File: config.mk
export PLATFORM = sky130hd
export DESIGN_NAME = periph_rx_arbiter
export DESIGN_NICKNAME = d
export VERILOG_FILES = /design/src/rtl/lycan_globals.sv /design/src/rtl/rr_priority_select.sv /design/src/rtl/periph_rx_arbiter.sv
export SDC_FILE = /design/constraint.sdc
export NUM_CORES = 1
export LEC_CHECK = 0
export ABC_AREA = 1
export CAP_MARGIN = 20
export CELL_PAD_IN_SITES_DETAIL_PLACEMENT = 1
export CELL_PAD_IN_SITES_GLOBAL_PLACEMENT = 2
export CORE_UTILIZATION = 20
export CTS_CLUSTER_DIAMETER = 50
export DETAILED_ROUTE_END_ITERATION = 8
export GPL_ROUTABILITY_DRIVEN = 0
export HOLD_SLACK_MARGIN = 0.12
export PLACE_DENSITY_LB_ADDON = 0.15
export SLEW_MARGIN = 25
export SYNTH_ARGS = -nofsm -noshare
export SYNTH_HDL_FRONTEND = slang
export SYNTH_SLANG_ARGS = --single-unit
File: constraint.sdc
create_clock -name clk -period 2.9 [get_ports clk]
set_clock_uncertainty 0.1 [all_clocks]
set_input_delay 0.58 -clock clk [delete_from_list [all_inputs] [get_ports clk]]
set_output_delay 0.58 -clock clk [all_outputs]
set_load 0.1 [all_outputs]
File: src/rtl/lycan_globals.sv
// lycan_globals -- shared widths and types for the Lycan USB peripheral bridge.
//   usb_packet_width     : width of one word on the USB transmit path
//   periph_address_width : width of the peripheral address field carried in a word
//   lycan_rx_arb_state_t : state type of the peripheral RX arbiter
//   rr_next_index()      : wrap-around successor of a round-robin index
package lycan_globals;

  localparam int usb_packet_width     = 32;
  localparam int periph_address_width = 8;

  typedef enum logic [0:0] {
    RX_ARB_IDLE  = 1'b0,
    RX_ARB_BURST = 1'b1
  } lycan_rx_arb_state_t;

  function automatic int unsigned rr_next_index(input int unsigned idx,
                                                input int unsigned n);
    return (idx + 1 >= n) ? 0 : idx + 1;
  endfunction

endpackage

File: src/rtl/rr_priority_select.sv
// rr_priority_select -- combinational round-robin selector with a priority class.
//   req   : request vector (all candidates)
//   pri   : priority vector; if any requesting bit is also set here, only those
//           bits compete
//   start : index at which the circular search begins
//   valid : at least one request present
//   index : first competing bit found at or after start (wrapping)
module rr_priority_select
  import lycan_globals::*;
#(
  parameter int N     = 8,
  parameter int IDX_W = $clog2(N)
) (
  input  logic [N-1:0]     req,
  input  logic [N-1:0]     pri,
  input  logic [IDX_W-1:0] start,
  output logic             valid,
  output logic [IDX_W-1:0] index
);

  logic [N-1:0] hot;
  logic [N-1:0] cand;
  logic         found;
  int           pos;

  always_comb begin
    hot   = pri & req;
    cand  = (|hot) ? hot : req;
    valid = |req;
    index = '0;
    found = 1'b0;
    pos   = 0;
    for (int k = 0; k < N; k++) begin
      pos = int'(start) + k;
      if (pos >= N) begin
        pos = pos - N;
      end
      if (!found && cand[pos]) begin
        index = IDX_W'(pos);
        found = 1'b1;
      end
    end
  end

endmodule

File: src/rtl/periph_rx_arbiter.sv
// periph_rx_arbiter -- drains peripheral RX FIFOs in bursts onto the USB transmit path.
//   clk, rst               : clock (rising edge), asynchronous active-high reset
//   periph_rx_data         : flattened per-peripheral FIFO read data, valid 1 cycle after read
//   periph_rx_empty        : per-peripheral FIFO empty
//   periph_rx_almost_full  : per-peripheral FIFO almost full (raises selection priority)
//   periph_ready           : peripheral may be accessed
//   periph_rx_read         : one-hot read strobe
//   out_data, out_valid    : word to the USB transmit path, held until accepted
//   out_ready              : downstream accepts when out_valid is high
//   grant_id               : current / most recent granted peripheral
//   busy                   : bursting or words still buffered
module periph_rx_arbiter
  import lycan_globals::*;
#(
  parameter int NUM_PERIPHS = 8,
  parameter int BURST_MAX   = 16
) (
  input  logic                                   clk,
  input  logic                                   rst,
  input  logic [NUM_PERIPHS*usb_packet_width-1:0] periph_rx_data,
  input  logic [NUM_PERIPHS-1:0]                 periph_rx_empty,
  input  logic [NUM_PERIPHS-1:0]                 periph_rx_almost_full,
  input  logic [NUM_PERIPHS-1:0]                 periph_ready,
  output logic [NUM_PERIPHS-1:0]                 periph_rx_read,
  output logic [usb_packet_width-1:0]            out_data,
  output logic                                   out_valid,
  input  logic                                   out_ready,
  output logic [$clog2(NUM_PERIPHS)-1:0]         grant_id,
  output logic                                   busy
);

  localparam int                IDX_W    = $clog2(NUM_PERIPHS);
  localparam int                CNT_W    = $clog2(BURST_MAX + 1);
  localparam logic [IDX_W-1:0]  LAST_IDX = IDX_W'(NUM_PERIPHS - 1);
  localparam logic [CNT_W-1:0]  CNT_MAX  = CNT_W'(BURST_MAX);
  localparam logic [CNT_W-1:0]  CNT_LAST = CNT_W'(BURST_MAX - 1);

  lycan_rx_arb_state_t state_q, state_d;

  logic [IDX_W-1:0]            last_grant;
  logic [CNT_W-1:0]            burst_cnt;
  logic [NUM_PERIPHS-1:0]      eligible;
  logic                        sel_valid;
  logic [IDX_W-1:0]            sel_idx;
  logic [IDX_W-1:0]            sel_start;
  logic                        gnt_empty;
  logic                        gnt_ready;
  logic                        rd_en;
  logic                        room;
  logic [2:0]                  lvl;
  logic                        push;
  logic                        pop;

  // read issued last cycle; data arrives this cycle
  logic                        rd_vld_p1;
  logic [IDX_W-1:0]            rd_idx_p1;

  // two-entry output buffer
  logic [usb_packet_width-1:0] buf_mem [0:1];
  logic                        wr_ptr;
  logic                        rd_ptr;
  logic [1:0]                  occ;

  assign eligible  = periph_ready & ~periph_rx_empty;
  assign sel_start = IDX_W'(rr_next_index(32'(last_grant), NUM_PERIPHS));

  rr_priority_select #(
    .N     (NUM_PERIPHS),
    .IDX_W (IDX_W)
  ) u_select (
    .req   (eligible),
    .pri   (periph_rx_almost_full),
    .start (sel_start),
    .valid (sel_valid),
    .index (sel_idx)
  );

  assign gnt_empty = periph_rx_empty[last_grant];
  assign gnt_ready = periph_ready[last_grant];
  assign pop       = out_valid & out_ready;
  assign push      = rd_vld_p1;

  // Words already committed (buffered + in flight) minus the one leaving this
  // cycle must leave a free slot for the word a new read would return.
  assign lvl  = {1'b0, occ} + {2'b00, rd_vld_p1};
  assign room = pop ? (lvl < 3'd3) : (lvl < 3'd2);

  assign rd_en = (state_q == RX_ARB_BURST) && !gnt_empty && gnt_ready &&
                 (burst_cnt < CNT_MAX) && room;

  always_comb begin
    periph_rx_read = '0;
    if (rd_en) begin
      periph_rx_read[last_grant] = 1'b1;
    end
  end

  always_comb begin
    state_d = state_q;
    case (state_q)
      RX_ARB_IDLE: begin
        if (sel_valid) begin
          state_d = RX_ARB_BURST;
        end
      end
      RX_ARB_BURST: begin
        if (rd_en && (burst_cnt == CNT_LAST)) begin
          state_d = RX_ARB_IDLE;
        end else if (!rd_en && (gnt_empty || !gnt_ready || (burst_cnt >= CNT_MAX))) begin
          state_d = RX_ARB_IDLE;
        end
      end
      default: state_d = RX_ARB_IDLE;
    endcase
  end

  // Stage p0 -> p1: FSM, grant, burst counter, read tracking
  always_ff @(posedge clk or posedge rst) begin
    if (rst) begin
      state_q    <= RX_ARB_IDLE;
      last_grant <= LAST_IDX;
      burst_cnt  <= '0;
      rd_vld_p1  <= 1'b0;
    end else begin
      state_q   <= state_d;
      rd_vld_p1 <= rd_en;
      if ((state_q == RX_ARB_IDLE) && sel_valid) begin
        last_grant <= sel_idx;
        burst_cnt  <= '0;
      end else if (rd_en) begin
        burst_cnt <= burst_cnt + CNT_W'(1);
      end
    end
  end

  always_ff @(posedge clk) begin
    if (rd_en) begin
      rd_idx_p1 <= last_grant;
    end
  end

  // Stage p1 -> p2: capture returned word into the output buffer
  always_ff @(posedge clk or posedge rst) begin
    if (rst) begin
      wr_ptr <= 1'b0;
      rd_ptr <= 1'b0;
      occ    <= 2'd0;
    end else begin
      if (push) begin
        wr_ptr <= ~wr_ptr;
      end
      if (pop) begin
        rd_ptr <= ~rd_ptr;
      end
      case ({push, pop})
        2'b10:   occ <= occ + 2'd1;
        2'b01:   occ <= occ - 2'd1;
        default: occ <= occ;
      endcase
    end
  end

  always_ff @(posedge clk) begin
    if (push) begin
      buf_mem[wr_ptr] <= periph_rx_data[int'(rd_idx_p1)*usb_packet_width +: usb_packet_width];
    end
  end

  assign out_valid = (occ != 2'd0);
  assign out_data  = out_valid ? buf_mem[rd_ptr] : '0;
  assign grant_id  = last_grant;
  assign busy      = (state_q == RX_ARB_BURST) || (occ != 2'd0);

endmodule

# Yosys cells after proc, flatten, opt, wreduce, memory -nomap -nowiden
# Memory sizes are Yosys's and may differ from the RTL's.
# Index checks and enable logic that the tools add are counted.
# Widths: inputs -> output; s select.
[word_totals]
reg_bits = 17
mem_bits_rw = 64
inputBits = 283
output_inout_bits = 45
wordCells = 163
mem_count = 1
[classes]
add_sub_neg = 20
n_lt_le_gt_ge = 23
n_eq_ne = 3
n_shift = 1
mux = 67
bitwise_logic = 7
n_reduce_logical = 33
[mem_list]
columns = ["memory", "depth", "width", "read_ports", "rd_clocked_by_memory_dff", "write_ports", "line_no", "text"]
rows = [
  ["buf_mem", 2, 32, 1, 0, 1, "periph_rx_arbiter.sv:59", "logic [usb_packet_width-1:0] buf_mem [0:1];"],
]
[op_table]
columns = ["op", "count"]
rows = [
  ["$mux 32", 9],
  ["$lt 32x5->1 const B", 8],
  ["$shiftx 256x9->32", 1],
  ["$ge 32x5->1 const B", 7],
  ["$sub 32x5->32 const B", 7],
  ["$mux 1", 32],
  ["$bmux 1 s3", 10],
  ["$mux 3", 9],
  ["$add 3x3->4 const B", 4],
  ["$and 8x8->8", 2],
  ["$mux 8", 2],
  ["$reduce_or 8->1", 2],
  ["$logic_and 1x1->1", 15],
  ["$logic_not 1->1", 10],
  ["$mux 5", 2],
  ["$add 3x1->4 const B", 2],
  ["$add 3x2->4 const B", 2],
  ["$not 8->8", 1],
  ["$lt 3x2->1 const B", 2],
  ["$reduce_bool 2->1", 3],
  ["$add 5x1->5 const B", 1],
  ["$eq 5x4->1 const B", 1],
  ["$ge 5x5->1 const B", 1],
  ["$lt 5x5->1 const B", 1],
  ["other kinds (16)", 20],
]

# Logic depth before layout (Yosys ltp)
# Gate-level depths: netlist of the first run.
[logic_depth]
word_depth = 30
depth_mapped = 20
ltp_nobuf = 20

# Modules after synthesis
# From an unflattened synthesis of the first run, not the netlist that was laid out.
[unflattened]
hier_cells = 969
hier_area_um2 = 6721.4
[modules_own_cells]
columns = ["module", "instances", "cells_per_inst", "area_each_um2", "seq_area_each_um2"]
rows = [
  ["periph_rx_arbiter", 1, 804, 5803.1, 2366.0],
  ["rr_priority_select", 1, 165, 918.4, 0.0],
]

# Least setup slack after synthesis of the first run
# No wires, ideal clock.
[synth_timing]
path_kind = "reg-to-output"
from = "reg last_grant[0], in the netlist grant_id[0]"
to = "out periph_rx_read[0]"
arrival_ps = 3432
required_time_ps = 2220
setup_slack_ps = -1212
path_stages_with_launch = 12
n_path_buf = 3
path_cell_list = "dfstp_2 > buf_6 > buf_2 > nor3_1 > nand2_1 > o2111ai_1 > nor3_1 > nand2_1 > a21oi_1 > nand2_1 > clkbuf_1 > nor2_1"
[synth_via]
elab_chain_cells = 8
word_cells_on_any_way = 15
cone_classes = "order compare: 2; mux: 7; reduce/logical: 6"
[synth_lines]
columns = ["item", "line_no", "text"]
rows = [
  ["start, declared", "periph_rx_arbiter.sv:40", "logic [IDX_W-1:0] last_grant;"],
  ["start signal, assigned", "periph_rx_arbiter.sv:128", "last_grant <= sel_idx;"],
  ["branches (longest 7 deep; another with $lt 3x4->1)", "--", ""],
  ["$mux 8 *", "periph_rx_arbiter.sv:93", "if (rd_en) begin"],
  ["end, declared", "periph_rx_arbiter.sv:24", "output logic [NUM_PERIPHS-1:0] periph_rx_read,"],
]
# Every way passes the cells marked *. The select of a mux whose other input is x is not followed.

# Worst setup path after layout of the first run
[layout_timing]
from = "reg last_grant[1], in the netlist grant_id[1]"
to = "out periph_rx_read[7]"
# Same word-level chain as after synthesis.

==> results of run 1 <==
[how the worst min path moves through the flow]
stage	from	slack [ps]	endpoint	depth (start not counted)
after detailed placement	burst_cnt[2]	390	burst_cnt[2]	1
after CTS	burst_cnt[2]	400	burst_cnt[2]	1
after floorplan	burst_cnt[2]	350	burst_cnt[2]	1
final	burst_cnt[2]	400	burst_cnt[2]	1
after global placement	burst_cnt[2]	370	burst_cnt[2]	1
after global routing	burst_cnt[2]	440	burst_cnt[2]	1
[flip-flops by register name, indices dropped and copies added, names as in the netlist, 2 cells and up]
name,cells
burst_cnt,5
grant_id,3
occ,2
rd_idx_p1,3
buf_mem,64
[through the flow]
| stage | hold slack, ps | utilization | total power (uW) |
|---|---|---|---|
| final | 400 | 0.368 | 14100 |
| after global routing | 443 | 0.368 | 15000 |
| after CTS | 400 | 0.359 | 13600 |
| after detailed placement | 386 | 0.348 | 12300 |
| after global placement | 375 | 0.348 | 12300 |
| after floorplan | 346 | - | 8670 |
[worst max-delay path, stage by stage, from the launching register on]
cell        delay [ps]
dfstp_4            660
clkinvlp_4         210
nand3_4            150
nor2_1              50
nor2_1             190
nand2_1            100
a21oi_2            140
nand2_2             80
buf_12             160
nor2_4             100
buf_12             180
[layout by cell type, fill, tap and decap left out, drive strengths merged]
| cell | n |
|---|---|
| xor2 | 7 |
| o21a | 1 |
| a31oi | 33 |
| mux2i | 1 |
| buf | 106 |
| o2111ai | 1 |
| nor3 | 6 |
| inv | 55 |
| clkbuf | 12 |
| nor4 | 2 |
| o22ai | 37 |
| clkinv | 2 |
| dfrtp | 11 |
| nand3b | 1 |
| ha | 8 |
| diode | 5 |
| clkinvlp | 1 |
| nand2 | 140 |
| a21oi | 38 |
| nand4 | 4 |
| o21ai | 138 |
| and3 | 1 |
| dfstp | 3 |
| nor2 | 262 |
| clkdlybuf4s50 | 282 |
| edfxtp | 67 |
| o211ai | 1 |
| nand3 | 66 |
| xnor2 | 2 |
[metal layers]
metal / global-route usage / up-vias
li1: - / 3905
met1: 0.261 / 3720
met2: 0.317 / 239
met3: 0.0497 / 28
met4: 0.0475 / 2
met5: 0 / -
[cells by family (layout without fill, tap and decap cells)]
group	after synthesis	in the layout	synth area share
AND/OR/NAND/NOR	482	482	0.317
AO/OA/AOI/OAI	249	249	0.209
buffers and inverters	117	458	0.0711
flip-flops	81	81	0.368
XOR/XNOR	9	9	0.0187
adder cells (fa/ha/maj)	8	8	0.0155
multiplexers	1	1	0.00155
other	0	5	0
[Yosys cell counts (5+ instances only)]
cell type	instances
a21oi_1	38
a31oi_1	33
buf_1	8
clkbuf_1	51
dfrtp_1	11
edfxtp_1	67
ha_1	8
inv_1	45
inv_2	7
nand2_1	133
nand3_1	60
nand3_2	5
nor2_1	258
nor3_1	6
o21ai_0	134
o22ai_1	37
[power groups by stage]
stage | combinational, uW | clock (uW) | sequential [uW]
after global routing | 11900 | 1240 | 1930
final | 11000 | 1170 | 1900
after CTS | 10500 | 1200 | 1900
after detailed placement | 10300 | 0 | 1940
after floorplan | 6660 | 0 | 2020
after global placement | 10400 | 0 | 1930
[timing repair]
| action | in CTS | in global routing |
|---|---|---|
| pin swaps | 0 | 12 |
| cloned | 0 | 0 |
| setup buffers | 4 | 13 |
| endpoints found under the setup margin | 8 | 12 |
| resized for setup | 3 | 26 |
[area by class of cell]
cell class | count | share of cell area
inverter | 54 | 0.0183
tap | 402 | 0.0432
timing repair buffer | 388 | 0.363
clock inverter | 4 | 0.00247
sequential | 81 | 0.204
antenna | 5 | 0.00107
clock buffer | 12 | 0.0240
multi-input combinational | 749 | 0.344
==> results.yml, run 1 <==
status:
  violations: "negative setup slack"
  status: "complete, but fails checks"
yosys:
  seq_area_frac_synth: 0.368
  ys.warnings.count: 0
  synth-edff-count: 67
  synth_fp_nets: 1238
  syn_inst: 947
  synth_area_per_cell_um2: 6.80
  synth_seq_cells: 81
  syn-cell-area_um2: 6440
  netlist_top_cells_area: "edfxtp_1, nor2_1, o21ai_0"
  yosys.area.top_type_share: 0.313
  synthFlopType: "edfxtp_1"
  synth_cell_type_count: 43
  synth_area_leader_cell: "edfxtp_1"
  async_flop_share: 0.173
clock_tree:
  clkTransAtPathRegs_ps: 70
  cts_sinks: 81
  numCtsBuffers: 9
  htreeDepth: 3
  cts_tree: "built"
  root_buffer: "clkbuf_16"
  cts_buffer_depth: 2
  hold_buffers: 0
  insertion_delay_ps: 340
timing:
  tightest_slew_ps: 764
  fin_crit_sh: 1.05
  worst_slack_ps: -156
  report.final.slew_viol_count: 0
  maxSlewHeadroom: 0.489
  fmax_ghz: 0.327
  setup_tns_ps: -1220
  hold_viol: 0
  fin_crit_ps: 3060
  setup_violations: 8
  rsz0062_at_grt: "true"
detailed_routing:
  wl_per_cell_um: 19.2
  drtPass1Iterations: 4
  avgViaCountPerCell: 4.66
  wl_met1_mm: 14.7
  drcViolationCount: 0
  wl_met2_mm: 15.1
  totalWireLength_mm: 32.6
  vias: 7894
  drt-initial-drc-count: 359
  highest_layer: "met5"
  ant_nets: 0
  wl_met3_mm: 2.29
global_route:
  grt_first_pass_wirelength_mm: 48.6
  overflow: 0
  grt_pass1_vias: 8049
  grt_max_degree: 107
  antenna_found_initial: 6
  track_usage: 0.196
floorplan:
  die_area_um2: 32900
  core_um2: 31600
  ios: 328
  num_rows: 65
  die_y_um: 181
  die_x_um: 181
  start_util: 0.203
worst_setup_path:
  path_max_fanout: 9
  worstPathRequired_ps: 2220
  r2r_cells: 18
  rrSetupSlack_ps: 120
  crit_start: "grant_id[1]"
  arrival_ps: 2380
  r2r_end: "grant_id[1]"
  cp-end-kind: "output pin"
  worstSetupPathType: "register to output pin"
  cp-start-kind: "register"
  rr_startpoint: "grant_id[1]"
  cp-endpoint: "periph_rx_read[7]"
power_and_ir_drop:
  p_seq_frac: 0.135
  p_per_area_nw_per_um2: 1210
  p_sw_uw: 7790
  p_leak_uw: 0.00445
  swShare: 0.554
  intPower_uw: 6290
  p_comb_frac: 0.782
  p_clk_frac: 0.083
  ir_drop_mv: 0.717
final_layout:
  fillers: 3780
  nNetsFinal: 1574
  drive_gt1_frac: 0.173
  final_cells: 1695
  design_area_um2: 11600
  seqCellArea_um2: 2380
  multi_input_area_um2: 4000
  area_growth_pct: 80.9
placement:
  port_buffers: 327
  dp_slack_ps: -122
  dp.cells: 1657
  place_area_um2: 11000
  dp_hpwl_mm: 26.0
hold_path:
  hp-class: "register to register"
job:
  maxCapViolCount: 0
Note: power is estimated with default switching activity, not from simulation.
==> run 2, diff against run 1 <==
HOLD_SLACK_MARGIN = 0.1   (was 0.12)
SLEW_MARGIN = unset   (was 25)
==> results of run 2 <==
Final layout, timing and power as in run 1 (identical DEF).
